File: src/rtl/data_mem_arbiter_pkg.sv
`default_nettype none
// ============================================================================
//  Module      : mem_arb_pkg
//  Description : Shared types and constants for the data memory arbiter.
//  Revision    : 1.0  initial release
// ============================================================================
package mem_arb_pkg;

    localparam int BYTES_PER_WORD = 4;
    localparam int SEL_W          = $clog2(BYTES_PER_WORD);

    typedef enum logic [1:0] {
        OWN_NONE = 2'd0,
        OWN_CPU  = 2'd1,
        OWN_RD   = 2'd2
    } owner_t;

endpackage
`default_nettype wire

File: src/rtl/data_mem_arbiter_if.sv
`default_nettype none
// ============================================================================
//  Module      : data_mem_arbiter_if
//  Description : CPU, readout and memory-side signals of the data memory arbiter.
//  Revision    : 1.0  initial release
// ============================================================================
interface data_mem_arbiter_if #(
    parameter int ADDR_W = 8,
    parameter int DATA_W = 32
);
    logic              cpu_req;
    logic              cpu_we;
    logic [ADDR_W-1:0] cpu_addr;
    logic [DATA_W-1:0] cpu_wdata;
    logic              cpu_gnt;
    logic              cpu_rvalid;
    logic [DATA_W-1:0] cpu_rdata;

    logic              rd_req;
    logic [ADDR_W-1:0] rd_addr;
    logic              rd_gnt;
    logic              rd_rvalid;
    logic [7:0]        rd_rdata;

    logic              mem_en;
    logic              mem_we;
    logic [ADDR_W-3:0] mem_addr;
    logic [DATA_W-1:0] mem_wdata;
    logic [DATA_W-1:0] mem_rdata;

    // Arbiter side
    modport slave (
        input  cpu_req, cpu_we, cpu_addr, cpu_wdata, rd_req, rd_addr, mem_rdata,
        output cpu_gnt, cpu_rvalid, cpu_rdata, rd_gnt, rd_rvalid, rd_rdata,
        output mem_en, mem_we, mem_addr, mem_wdata
    );

    // Requesters and memory side
    modport master (
        output cpu_req, cpu_we, cpu_addr, cpu_wdata, rd_req, rd_addr, mem_rdata,
        input  cpu_gnt, cpu_rvalid, cpu_rdata, rd_gnt, rd_rvalid, rd_rdata,
        input  mem_en, mem_we, mem_addr, mem_wdata
    );

endinterface
`default_nettype wire

File: src/rtl/data_mem_arbiter_byte_lane_sel.sv
`default_nettype none
// ============================================================================
//  Module      : byte_lane_sel
//  Description : Little-endian byte extraction from a 32-bit word.
//  Revision    : 1.0  initial release
// ============================================================================
module byte_lane_sel
    import mem_arb_pkg::*;
(
    input  wire logic [BYTES_PER_WORD*8-1:0] i_word,
    input  wire logic [SEL_W-1:0]            i_sel,
    output logic      [7:0]                  o_byte
);

    always_comb begin
        o_byte = i_word[7:0];
        case (i_sel)
            2'd0:    o_byte = i_word[7:0];
            2'd1:    o_byte = i_word[15:8];
            2'd2:    o_byte = i_word[23:16];
            2'd3:    o_byte = i_word[31:24];
            default: o_byte = i_word[7:0];
        endcase
    end

endmodule
`default_nettype wire

File: src/rtl/data_mem_arbiter.sv
`default_nettype none
// ============================================================================
//  Module      : data_mem_arbiter
//  Description : CPU-priority arbiter with readout anti-starvation for a
//                single-port sync-read data memory; routes read responses.
//  Revision    : 1.0  initial release
// ============================================================================
module data_mem_arbiter
    import mem_arb_pkg::*;
#(
    parameter int ADDR_W   = 8,
    parameter int DATA_W   = 32,
    parameter int MAX_WAIT = 4
) (
    input  wire logic         clk,
    input  wire logic         rst,
    data_mem_arbiter_if.slave bus
);

    localparam int                  c_WAIT_W   = $clog2(MAX_WAIT + 1);
    localparam logic [c_WAIT_W-1:0] c_WAIT_MAX = c_WAIT_W'(MAX_WAIT);

    owner_t              r_owner;
    owner_t              w_ownerNext;
    logic [c_WAIT_W-1:0] r_waitCnt;
    logic [c_WAIT_W-1:0] w_waitCntNext;
    logic [SEL_W-1:0]    r_byteSel;
    logic [SEL_W-1:0]    w_byteSelNext;
    logic [DATA_W-1:0]   r_cpuRdata;
    logic [7:0]          r_rdRdata;

    logic                w_cpuWin;
    logic                w_rdWin;
    logic [7:0]          w_laneByte;
    logic                w_unusedCpuAddrLsb;

    logic                w_memEn;
    logic                w_memWe;
    logic [ADDR_W-3:0]   w_memAddr;
    logic [DATA_W-1:0]   w_memWdata;
    logic                w_cpuRvalid;
    logic [DATA_W-1:0]   w_cpuRdata;
    logic                w_rdRvalid;
    logic [7:0]          w_rdRdata;

    // Readout takes the slot when alone, or when it has waited MAX_WAIT cycles.
    assign w_rdWin  = bus.rd_req && (!bus.cpu_req || (r_waitCnt == c_WAIT_MAX));
    assign w_cpuWin = bus.cpu_req && !w_rdWin;

    assign w_unusedCpuAddrLsb = ^bus.cpu_addr[1:0];

    byte_lane_sel u_byteLaneSel (
        .i_word (bus.mem_rdata),
        .i_sel  (r_byteSel),
        .o_byte (w_laneByte)
    );

    // State register
    always_ff @(posedge clk or negedge rst) begin
        if (!rst) begin
            r_owner    <= OWN_NONE;
            r_waitCnt  <= '0;
            r_byteSel  <= '0;
            r_cpuRdata <= '0;
            r_rdRdata  <= '0;
        end else begin
            r_owner   <= w_ownerNext;
            r_waitCnt <= w_waitCntNext;
            r_byteSel <= w_byteSelNext;
            if (r_owner == OWN_CPU) begin
                r_cpuRdata <= bus.mem_rdata;
            end
            if (r_owner == OWN_RD) begin
                r_rdRdata <= w_laneByte;
            end
        end
    end

    // Next-state logic
    always_comb begin
        w_ownerNext   = OWN_NONE;
        w_waitCntNext = '0;
        w_byteSelNext = r_byteSel;

        if (w_cpuWin && !bus.cpu_we) begin
            w_ownerNext = OWN_CPU;
        end else if (w_rdWin) begin
            w_ownerNext   = OWN_RD;
            w_byteSelNext = bus.rd_addr[SEL_W-1:0];
        end

        if (bus.rd_req && !w_rdWin) begin
            w_waitCntNext = (r_waitCnt == c_WAIT_MAX) ? r_waitCnt
                                                      : r_waitCnt + c_WAIT_W'(1);
        end
    end

    // Output logic: memory drive and response routing
    always_comb begin
        w_memEn    = w_cpuWin || w_rdWin;
        w_memWe    = w_cpuWin && bus.cpu_we;
        w_memAddr  = '0;
        w_memWdata = '0;
        if (w_cpuWin) begin
            w_memAddr  = bus.cpu_addr[ADDR_W-1:2];
            w_memWdata = bus.cpu_wdata;
        end else if (w_rdWin) begin
            w_memAddr  = bus.rd_addr[ADDR_W-1:2];
        end

        // Read data passes straight through on the response cycle, held otherwise.
        w_cpuRvalid = (r_owner == OWN_CPU);
        w_rdRvalid  = (r_owner == OWN_RD);
        w_cpuRdata  = w_cpuRvalid ? bus.mem_rdata : r_cpuRdata;
        w_rdRdata   = w_rdRvalid  ? w_laneByte    : r_rdRdata;
    end

    assign bus.cpu_gnt    = w_cpuWin;
    assign bus.rd_gnt     = w_rdWin;
    assign bus.mem_en     = w_memEn;
    assign bus.mem_we     = w_memWe;
    assign bus.mem_addr   = w_memAddr;
    assign bus.mem_wdata  = w_memWdata;
    assign bus.cpu_rvalid = w_cpuRvalid;
    assign bus.cpu_rdata  = w_cpuRdata;
    assign bus.rd_rvalid  = w_rdRvalid;
    assign bus.rd_rdata   = w_rdRdata;

endmodule
`default_nettype wire

File: src/flat_wrapper.sv
// flat-port wrapper written by rule: the top's interface ports become plain ports
module data_mem_arbiter_flat import mem_arb_pkg::*;
#(
    parameter int ADDR_W   = 8,
    parameter int DATA_W   = 32,
    parameter int MAX_WAIT = 4
)
  (clk, rst, bus_cpu_req, bus_cpu_we, bus_cpu_addr, bus_cpu_wdata, bus_rd_req, bus_rd_addr, bus_mem_rdata, bus_cpu_gnt, bus_cpu_rvalid, bus_cpu_rdata, bus_rd_gnt, bus_rd_rvalid, bus_rd_rdata, bus_mem_en, bus_mem_we, bus_mem_addr, bus_mem_wdata);
  data_mem_arbiter_if #(.ADDR_W(ADDR_W), .DATA_W(DATA_W)) bus_i ();
  input  wire logic clk;
  input  wire logic rst;
  input wire logic [$bits(bus_i.cpu_req)-1:0] bus_cpu_req;
  input wire logic [$bits(bus_i.cpu_we)-1:0] bus_cpu_we;
  input wire logic [$bits(bus_i.cpu_addr)-1:0] bus_cpu_addr;
  input wire logic [$bits(bus_i.cpu_wdata)-1:0] bus_cpu_wdata;
  input wire logic [$bits(bus_i.rd_req)-1:0] bus_rd_req;
  input wire logic [$bits(bus_i.rd_addr)-1:0] bus_rd_addr;
  input wire logic [$bits(bus_i.mem_rdata)-1:0] bus_mem_rdata;
  output wire logic [$bits(bus_i.cpu_gnt)-1:0] bus_cpu_gnt;
  output wire logic [$bits(bus_i.cpu_rvalid)-1:0] bus_cpu_rvalid;
  output wire logic [$bits(bus_i.cpu_rdata)-1:0] bus_cpu_rdata;
  output wire logic [$bits(bus_i.rd_gnt)-1:0] bus_rd_gnt;
  output wire logic [$bits(bus_i.rd_rvalid)-1:0] bus_rd_rvalid;
  output wire logic [$bits(bus_i.rd_rdata)-1:0] bus_rd_rdata;
  output wire logic [$bits(bus_i.mem_en)-1:0] bus_mem_en;
  output wire logic [$bits(bus_i.mem_we)-1:0] bus_mem_we;
  output wire logic [$bits(bus_i.mem_addr)-1:0] bus_mem_addr;
  output wire logic [$bits(bus_i.mem_wdata)-1:0] bus_mem_wdata;
  assign bus_i.cpu_req = bus_cpu_req;
  assign bus_i.cpu_we = bus_cpu_we;
  assign bus_i.cpu_addr = bus_cpu_addr;
  assign bus_i.cpu_wdata = bus_cpu_wdata;
  assign bus_i.rd_req = bus_rd_req;
  assign bus_i.rd_addr = bus_rd_addr;
  assign bus_i.mem_rdata = bus_mem_rdata;
  assign bus_cpu_gnt = bus_i.cpu_gnt;
  assign bus_cpu_rvalid = bus_i.cpu_rvalid;
  assign bus_cpu_rdata = bus_i.cpu_rdata;
  assign bus_rd_gnt = bus_i.rd_gnt;
  assign bus_rd_rvalid = bus_i.rd_rvalid;
  assign bus_rd_rdata = bus_i.rd_rdata;
  assign bus_mem_en = bus_i.mem_en;
  assign bus_mem_we = bus_i.mem_we;
  assign bus_mem_addr = bus_i.mem_addr;
  assign bus_mem_wdata = bus_i.mem_wdata;
  data_mem_arbiter #(.ADDR_W(ADDR_W), .DATA_W(DATA_W), .MAX_WAIT(MAX_WAIT)) u_core (.clk(clk), .rst(rst), .bus(bus_i));
endmodule
File: config.mk
export PLATFORM = sky130hd
export DESIGN_NAME = data_mem_arbiter_flat
export DESIGN_NICKNAME = d
export VERILOG_FILES = /design/src/rtl/data_mem_arbiter_pkg.sv /design/src/rtl/data_mem_arbiter_if.sv /design/src/rtl/data_mem_arbiter_byte_lane_sel.sv /design/src/rtl/data_mem_arbiter.sv /design/src/flat_wrapper.sv
export SDC_FILE = /design/constraint.sdc
export NUM_CORES = 1
export LEC_CHECK = 0
export CAP_MARGIN = 10
export CORE_ASPECT_RATIO = 1.75
export CORE_MARGIN = 2
export CORE_UTILIZATION = 31
export CTS_CLUSTER_DIAMETER = 50
export CTS_CLUSTER_SIZE = 24
export DETAILED_ROUTE_END_ITERATION = 8
export GPL_TIMING_DRIVEN = 0
export PLACE_DENSITY = 0.76
export SLEW_MARGIN = 0
export SYNTH_ARGS = -nofsm -noshare
export SYNTH_HDL_FRONTEND = slang
export SYNTH_SLANG_ARGS = --single-unit
File: constraint.sdc
create_clock -name clk -period 1.35 [get_ports clk]
set_input_delay 0.27 -clock clk [delete_from_list [all_inputs] [get_ports clk]]
set_output_delay 0.27 -clock clk [all_outputs]
set_load 0.01 [all_outputs]
==> flow_summary.json, run 1 <==
{
  "run_status": "finished, violations left",
  "violations": "negative setup slack",
  "io_pins": 169,
  "die_h_um": 119,
  "yosysUniqueCellTypes": 28,
  "clock_path_buffers": 2,
  "wl_per_cell_um": 17.4,
  "die_x_um": 70.0,
  "insertion_delay_ns": 0.29,
  "routed_wl_um": 8870,
  "hp-class": "input pin to flip-flop",
  "cts_buffers": 5,
  "nets": 507,
  "start_util_pct": 31.6,
  "fin_area_um2": 5530,
  "final_common_cell": "buf_6",
  "finalHoldViolations": 0,
  "yosysTopAreaCell": "dfrtp_1",
  "period_minus_slack_ns": 1.96,
  "cp_max_fo": 6,
  "skew_ns": 0.00434,
  "max_cap_violations": 0,
  "drc": 0,
  "drt_iter0_markers": 83,
  "crit_chain": "buf_8 > buf_6 > mux4_2 > nand2_2 > nand2_2 > buf_6",
  "power.density_nw_per_um2": 977,
  "tightest_slew_ns": 0.295,
  "synth-seq-cells": 47,
  "die_area_um2": 8350,
  "netlist_instances": 184,
  "via_count": 2340,
  "clkTransAtPathRegs_ns": 0.06,
  "critPathArrivalTime_ns": 1.69,
  "syn_area_um2": 2360,
  "worst-path-buf-inv": 3,
  "synth_edf_count": 0,
  "start_kind": "flip-flop",
  "synth_fp_nets": 271,
  "ys_seq_area_share_pct": 49.8,
  "p_comb_share_pct": 46.0,
  "ant_nets": 0,
  "antenna_found_initial": 0,
  "drive_gt1_share_pct": 65.6,
  "area_delta_synth_final_pct": 134,
  "layout_common_cells": "121 x buf_6, 79 x clkdlybuf4s50_1, 46 x dfrtp_1",
  "crit_family": "multiplexers",
  "max_freq_mhz": 509,
  "ir_worst_vdd_mv": 0.493,
  "finalMaxSlewViolations": 0,
  "setup_tns_ns": -46.71,
  "yosys_warnings": 0,
  "clkSinkCount": 47,
  "firstDrtPassIters": 4,
  "p_leak_uw": 0.00261,
  "rsz0062_at_grt": "yes",
  "grt_max_degree": 38,
  "cts_tree": "done",
  "gr-total-overflow": 0,
  "gp_congestion": 0.756,
  "slew_headroom_pct": 80.3,
  "via_per_inst": 4.59,
  "syn_avg_cell_area_um2": 12.8,
  "netlist_top_cells_area": "dfrtp_1 50%, mux2_2 15%, and2_1 8.7%",
  "post_dp_cell_area_um2": 4440,
  "seqPwrFrac_pct": 32.2,
  "final-setup-viol-count": 118,
  "path_class": "flip-flop to output pin",
  "grt_pass1_vias": 2614,
  "grt_pass1_wl_um": 13500,
  "slowest_stage": "mux4_2",
  "dp_hpwl_um": 6040,
  "fin_ws_ns": -0.615,
  "rows": 42,
  "io_buffer_count": 166,
  "synth_top_cell_area_share_pct": 49.8,
  "timing.final.crit_share_pct": 146,
  "coreArea_um2": 7460,
  "power.internal_uw": 3950,
  "h-tree-depth": 2,
  "clkPwrFrac_pct": 21.9,
  "p_switching_uw": 1450,
  "ys.flop_type": "dfrtp_1",
  "max_stage_delay_ns": 0.51,
  "ys_async_sr_fraction_pct": 100,
  "cts_root_buffer": "clkbuf_16",
  "end_kind": "output pin",
  "grt_use_total_pct": 21.3,
  "sw_frac_of_total_pct": 26.9,
  "critPathRequiredTime_ns": 1.08
}
-- path summary, 6_finish.rpt --
kind / slack (ns) / depth (start not counted) / startpoint / end
max: -0.61 / 6 / u_core.r_byteSel[0] / bus_rd_rdata[5]
min: 0.37 / 2 / bus_cpu_req / u_core.r_owner[1]
max reg2reg: -0.25 / 7 / u_core.r_byteSel[0] / u_core.r_rdRdata[6]
min reg2reg: 0.49 / 2 / u_core.r_rdRdata[2] / u_core.r_rdRdata[2]
max in group asynchronous: 0.47 / 3 / rst / u_core.r_byteSel[1]
min in group asynchronous: 0.39 / 2 / rst / u_core.r_cpuRdata[31]
-- power by group through the flow --
stage / clock network, µW / logic (µW) / registers, µW
after global routing: 1290 / 2630 / 1760
after CTS: 1220 / 2310 / 1730
after floorplan: 0 / 884 / 1720
after detailed placement: 0 / 1880 / 1740
after global placement: 0 / 1860 / 1730
final: 1180 / 2490 / 1740
-- metal layers --
layer | vias to the layer above | share of wire, % | global-route usage [%]
met5 | - | 0 | 0
met4 | 0 | 1.3 | 5.89
met3 | 9 | 9.1 | 6.94
met2 | 135 | 55 | 39.2
met1 | 1103 | 35 | 22.8
li1 | 1093 | - | -
-- synthesized netlist by cell type, types with 4 or more instances --
library cell  instances
mux4_1                7
a22o_2                6
nand2_1              24
inv_1                 4
buf_4                 5
mux2_2               32
and2_1               33
dfrtp_1              47
-- flip-flops by register name, summed over array words and instances (netlist names) --
name / flops
u_core.r_cpuRdata: 32
u_core.r_owner: 2
u_core.r_rdRdata: 8
u_core.r_waitCnt: 3
u_core.r_byteSel: 2
-- what timing repair did --
action / 4_1_cts / 5_1_grt
endpoints found under the setup margin: 95 / 121
buffers inserted: 41 / 23
hold endpoints to repair: 10 / 0
hold buffers: 1 / 0
pin swaps: 13 / 10
cloned: 3 / 1
resized for setup: 475 / 29
-- kinds of logic (layout without fill, tap and decap cells) --
family	Yosys count	after routing	share of synthesized area, %
AOI/OAI and AO/OA	9	9	4.56
DFF	47	47	49.8
adders and majority gates	2	2	1.06
muxes	43	43	25.7
other	0	1	0
buffers and inverters	16	253	3.82
and+or+nand+nor	67	67	15.0
-- layout make-up --
type / instances / area (µm²)
Fill cell: 498 / 1930
Sequential cell: 47 / 1180
Antenna cell: 1 / 2.50
Inverter: 5 / 26.3
Clock inverter: 3 / 15.0
Tap cell: 88 / 110
Clock buffer: 5 / 125
Multi-Input combinational cell: 121 / 1380
Buffer: 9 / 148
Timing Repair Buffer: 231 / 2540
-- through the flow --
step / cells / setup WS, ns / utilization (%) / hold slack [ns] / total power, µW
final: 510 / -0.615 / 74.1 / 0.367 / 5410
after global routing: 509 / -0.677 / 74.1 / 0.384 / 5670
after CTS: 490 / -0.594 / 70.9 / 0.363 / 5260
after detailed placement: 439 / -1.13 / 59.5 / 0.161 / 3610
after global placement: 438 / -1.27 / 59.3 / 0.456 / 3580
after floorplan: 184 / -0.108 / - / -0.0256 / 2600
(Power assumes the default switching activity.)
==> run 2, diff against run 1 <==
CORE_UTILIZATION = 38   (was 31)
PLACE_DENSITY = 0.87   (was 0.76)
clock period = 2.37 ns   (was 1.35 ns; I/O delays follow)
==> flow_summary.json, run 2 (synthesis gave the netlist of run 1 again) <==
{
  "final_common_cell": "clkdlybuf4s50_1",
  "r2r-start": "u_core.r_waitCnt[1]",
  "dp_hpwl_um": 6250,
  "crit_start": "bus_mem_rdata[8]",
  "finalHoldViolations": 0,
  "die_area_um2": 6880,
  "grt_pass1_wl_um": 12100,
  "cp_max_fo": 2,
  "final-setup-viol-count": 0,
  "finalMaxSlewViolations": 0,
  "multi_input_area_um2": 1090,
  "final.fill_count": 508,
  "grt_use_total_pct": 23.5,
  "clock_path_buffers": 2,
  "die_x_um": 63.6,
  "firstDrtPassIters": 4,
  "h-tree-depth": 2,
  "grt_max_degree": 39,
  "drive_gt1_share_pct": 22.5,
  "cts_buffers": 5,
  "tightest_slew_ns": 0.480,
  "r2r-end": "u_core.r_byteSel[1]",
  "num_antenna_cells": 0,
  "ir_worst_vdd_mv": 0.541,
  "critPathRequiredTime_ns": 1.90,
  "io_buffer_count": 166,
  "p_leak_uw": 0.00206,
  "top_regs": "u_core.r_cpuRdata: 32 flops, u_core.r_rdRdata: 8 flops, u_core.r_waitCnt: 3 flops",
  "end_kind": "output pin",
  "clkTransAtPathRegs_ns": 0.08,
  "coreArea_um2": 6090,
  "area_delta_synth_final_pct": 81.3,
  "run_status": "completed",
  "nets": 452,
  "insertion_delay_ns": 0.30,
  "antenna_found_initial": 0,
  "final_core_util_pct": 70.3,
  "gr-total-overflow": 0,
  "layout_common_cells": "83 x clkdlybuf4s50_1, 63 x dlygate4sd2_1, 47 x dfrtp_1",
  "max_cap_violations": 0,
  "wl_per_cell_um": 17.8,
  "hp-class": "input pin to asynchronous set/reset pin",
  "drc": 0,
  "io_pins": 169,
  "timing.final.crit_share_pct": 97.7,
  "power.density_nw_per_um2": 542,
  "start_util_pct": 38.8,
  "fin_cells": 445,
  "dp_cells": 431,
  "period_minus_slack_ns": 2.32,
  "via_per_inst": 4.79,
  "ant_nets": 0,
  "gp_congestion": 0.865,
  "slew_headroom_pct": 68.0,
  "clkSinkCount": 47,
  "drt_iter0_markers": 81,
  "skew_ns": 0.00482,
  "reg2reg_slack_ns": 0.85,
  "rsz0062_at_grt": "no",
  "seqCellArea_um2": 1180,
  "cts_root_buffer": "clkbuf_8",
  "max_freq_mhz": 432,
  "path_class": "input pin to output pin",
  "grt_pass1_vias": 2431,
  "routed_wl_um": 7920,
  "largest_register_ffs": 32,
  "critPathArrivalTime_ns": 1.84,
  "die_h_um": 108,
  "reg2reg_depth": 6,
  "regMostFlops": "u_core.r_cpuRdata",
  "start_kind": "input pin",
  "rows": 38,
  "via_count": 2132,
  "cts_hold_buffers": 0,
  "cts_tree": "done"
}
[run 2: changes by cell type in the layout (fill, tap and decap cells not counted), sizes merged]
cell           change
clkdlybuf4s15      +7
clkdlybuf4s50      +4
dlygate4sd3        -1
dlymetal6s2s       +6
dlygate4sd2       +63
diode              -1
buf              -140
clkbuf             +7
clkinv             -2
[run 2: final cells by class]
| class | count | share of cell area (%) |
|---|---|---|
| Clock inverter | 1 | 0.117 |
| Inverter | 5 | 0.497 |
| Sequential cell | 47 | 27.5 |
| Tap cell | 80 | 2.34 |
| Clock buffer | 6 | 1.93 |
| Timing Repair Buffer | 177 | 39.5 |
| Multi-Input combinational cell | 121 | 25.6 |
| Buffer | 8 | 2.52 |
[run 2: timing repair]
item / 4_1_cts / 5_1_grt
pin swaps: 2 / 1
gates resized for setup: 92 / 31
setup endpoints to repair: 78 / 33
buffers inserted: 6 / 2
gates cloned: 2 / 0
[run 2: through the flow]
stage / setup WS (ns) / setup TNS [ns] / hold slack [ns] / power (µW) / instance area (µm²)
final: 0.0547 / 0 / 0.0366 / 2320 / 4280
after global routing: 0.00297 / 0 / 0.0418 / 2450 / 4280
after CTS: 0.000334 / 0 / 0.0407 / 2330 / 4260
after detailed placement: -0.440 / -16.67 / 0.359 / 1940 / 4140
after global placement: -0.426 / -35.20 / 0.444 / 1900 / 4120
after floorplan: 0.635 / 0 / 0.178 / 1360 / 2360
[run 2: worst max-delay path by stage]
stage               slack [ns]  depth (start not counted)           endpoint
floorplan                 0.63                          5    bus_mem_addr[0]
global placement         -0.43                          6  bus_mem_wdata[20]
detailed placement       -0.44                          6  bus_mem_wdata[20]
CTS                     0.0003                          5  bus_cpu_rdata[14]
global route             0.003                          6  bus_cpu_rdata[25]
finish                    0.05                          5    bus_rd_rdata[0]
[run 2: layer usage]
metal  global-route usage (%)  up-vias  wire length, µm
li1                         -      991                -
met1                     20.4     1020             2450
met2                     48.5      104             4720
met3                     6.87       17              525
met4                     8.23        0              230
met5                        0        -                0
[run 2: worst max-delay path, stage by stage]
cell and delay (ns):
clkdlybuf4s50_1 0.43, mux4_1 0.51, nand2_1 0.10, nand2_1 0.08
clkdlybuf4s15_1 0.25
[run 2: power by group]
| group | switching, µW | internal (µW) |
|---|---|---|
| logic | 362 | 496 |
| registers | 46.7 | 934 |
| clock network | 250 | 229 |
| total | 658 | 1660 |
==> run 3, diff against run 2 <==
RECOVER_POWER = 50   (was unset)
==> flow_summary.json, run 3 (synthesis gave the netlist of run 1 again) <==
{
  "layout_common_cells": "83 x clkdlybuf4s50_1, 63 x dlygate4sd2_1, 47 x dfrtp_1",
  "drc": 0,
  "end_kind": "output pin",
  "p_switching_uw": 659,
  "seqPwrFrac_pct": 42.5,
  "timing.final.crit_share_pct": 98.0,
  "period_minus_slack_ns": 2.32,
  "reg2reg_slack_ns": 0.86,
  "top_regs": "u_core.r_cpuRdata: 32 flops, u_core.r_rdRdata: 8 flops, u_core.r_waitCnt: 3 flops",
  "crit_start": "bus_mem_rdata[8]",
  "fin_ws_ns": 0.0478,
  "slew_headroom_pct": 39.3,
  "cts_hold_buffers": 0,
  "io_pins": 169,
  "start_kind": "input pin",
  "routed_wl_um": 7920,
  "antenna_found_initial": 0,
  "drt_iter0_markers": 87,
  "rows": 38,
  "cts_buffers": 5,
  "r2r-start": "u_core.r_waitCnt[1]",
  "coreArea_um2": 6090,
  "io_buffer_count": 166,
  "dp_hpwl_um": 6250,
  "via_count": 2130,
  "area_delta_synth_final_pct": 80.6,
  "num_antenna_cells": 0,
  "cts_root_buffer": "clkbuf_8",
  "clkSinkCount": 47,
  "via_per_inst": 4.79,
  "final.fill_count": 509,
  "p_total_uw": 2310,
  "path_class": "input pin to output pin",
  "cp_max_fo": 2,
  "power.density_nw_per_um2": 541,
  "dp_cells": 431,
  "critPathRequiredTime_ns": 1.90,
  "grt_pass1_wl_um": 12100,
  "max_cap_violations": 0,
  "pre_cts_slack_ns": -0.440,
  "run_status": "completed",
  "tightest_slew_ns": 0.911,
  "rsz0062_at_grt": "no",
  "grt_use_total_pct": 23.5,
  "ant_nets": 0,
  "max_freq_mhz": 431,
  "start_util_pct": 38.8,
  "p_leak_uw": 0.00205,
  "drive_gt1_share_pct": 19.2,
  "cts_tree": "done",
  "h-tree-depth": 2,
  "largest_register_ffs": 32,
  "die_x_um": 63.6,
  "clkTransAtPathRegs_ns": 0.08,
  "die_h_um": 108,
  "p_comb_share_pct": 36.7,
  "nets": 452,
  "clkPwrFrac_pct": 20.8,
  "insertion_delay_ns": 0.30,
  "hp-class": "input pin to asynchronous set/reset pin",
  "sw_frac_of_total_pct": 28.6,
  "ir_worst_vdd_mv": 0.539,
  "grt_max_degree": 39,
  "gp_congestion": 0.865,
  "firstDrtPassIters": 4,
  "post_dp_cell_area_um2": 4140,
  "fin_area_um2": 4260,
  "power.internal_uw": 1650,
  "wl_per_cell_um": 17.8,
  "final-setup-viol-count": 0,
  "gr-total-overflow": 0,
  "skew_ns": 0.00489,
  "fin_cells": 445,
  "die_area_um2": 6880,
  "clock_path_buffers": 2,
  "final_common_cell": "clkdlybuf4s50_1",
  "critPathArrivalTime_ns": 1.85,
  "finalMaxSlewViolations": 0,
  "finalHoldViolations": 0,
  "reg2reg_depth": 6,
  "regMostFlops": "u_core.r_cpuRdata",
  "grt_pass1_vias": 2431
}
==> run 3: layout make-up <==
type	count	area, µm²	share of cell area [%]
multi-input combinational	121	1090	25.7
clock buffer	6	82.6	1.94
tap	80	100	2.35
clock inverter	1	5.00	0.117
sequential	47	1180	27.6
timing repair buffer	177	1670	39.3
inverter	5	21.3	0.499
buffer	8	108	2.52
==> run 3: critical path, stage by stage <==
cell,delay [ns]
clkdlybuf4s50_1,0.43
mux4_1,0.51
nand2_1,0.10
nand2_1,0.08
clkdlybuf4s15_1,0.25
==> run 3: final timing paths <==
kind / endpoint
setup / recovery: bus_rd_rdata[0]
hold / removal: u_core.r_cpuRdata[18]
setup reg to reg: u_core.r_byteSel[1]
hold reg to reg: u_core.r_rdRdata[4]
max in group asynchronous: u_core.r_waitCnt[1]
min in group clk: u_core.r_rdRdata[4]
==> run 3: timing repair <==
item | in CTS | in global routing
pin swaps | 2 | 1
endpoints found under the setup margin | 78 | 33
gates resized for setup | 92 | 31
cloned | 2 | 0
setup buffers | 6 | 2
==> run 3: power by group through the flow <==
stage	Sequential (µW)	Combinational (µW)	Clock (µW)
2_1_floorplan	974	386	0
3_3_place_gp	978	925	0
3_5_place_dp	987	948	0
4_1_cts	981	860	491
5_1_grt	994	911	527
6_report	980	846	481
==> run 3: routing by layer <==
layer | GRT usage, % | wire, µm | vias to the layer above
li1 | - | - | 990
met4 | 8.23 | 230 | 0
met2 | 48.5 | 4730 | 104
met5 | 0 | 0 | -
met3 | 6.87 | 525 | 17
met1 | 20.4 | 2440 | 1019
==> run 3: stage by stage <==
stage,hold slack [ns],utilization (%),TNS (ns)
6_report,0.127,70.0,0
5_1_grt,0.168,70.0,0
4_1_cts,0.0407,70.0,0
3_5_place_dp,0.359,68.0,-16.67
3_3_place_gp,0.444,67.7,-35.20
2_1_floorplan,0.178,-,0
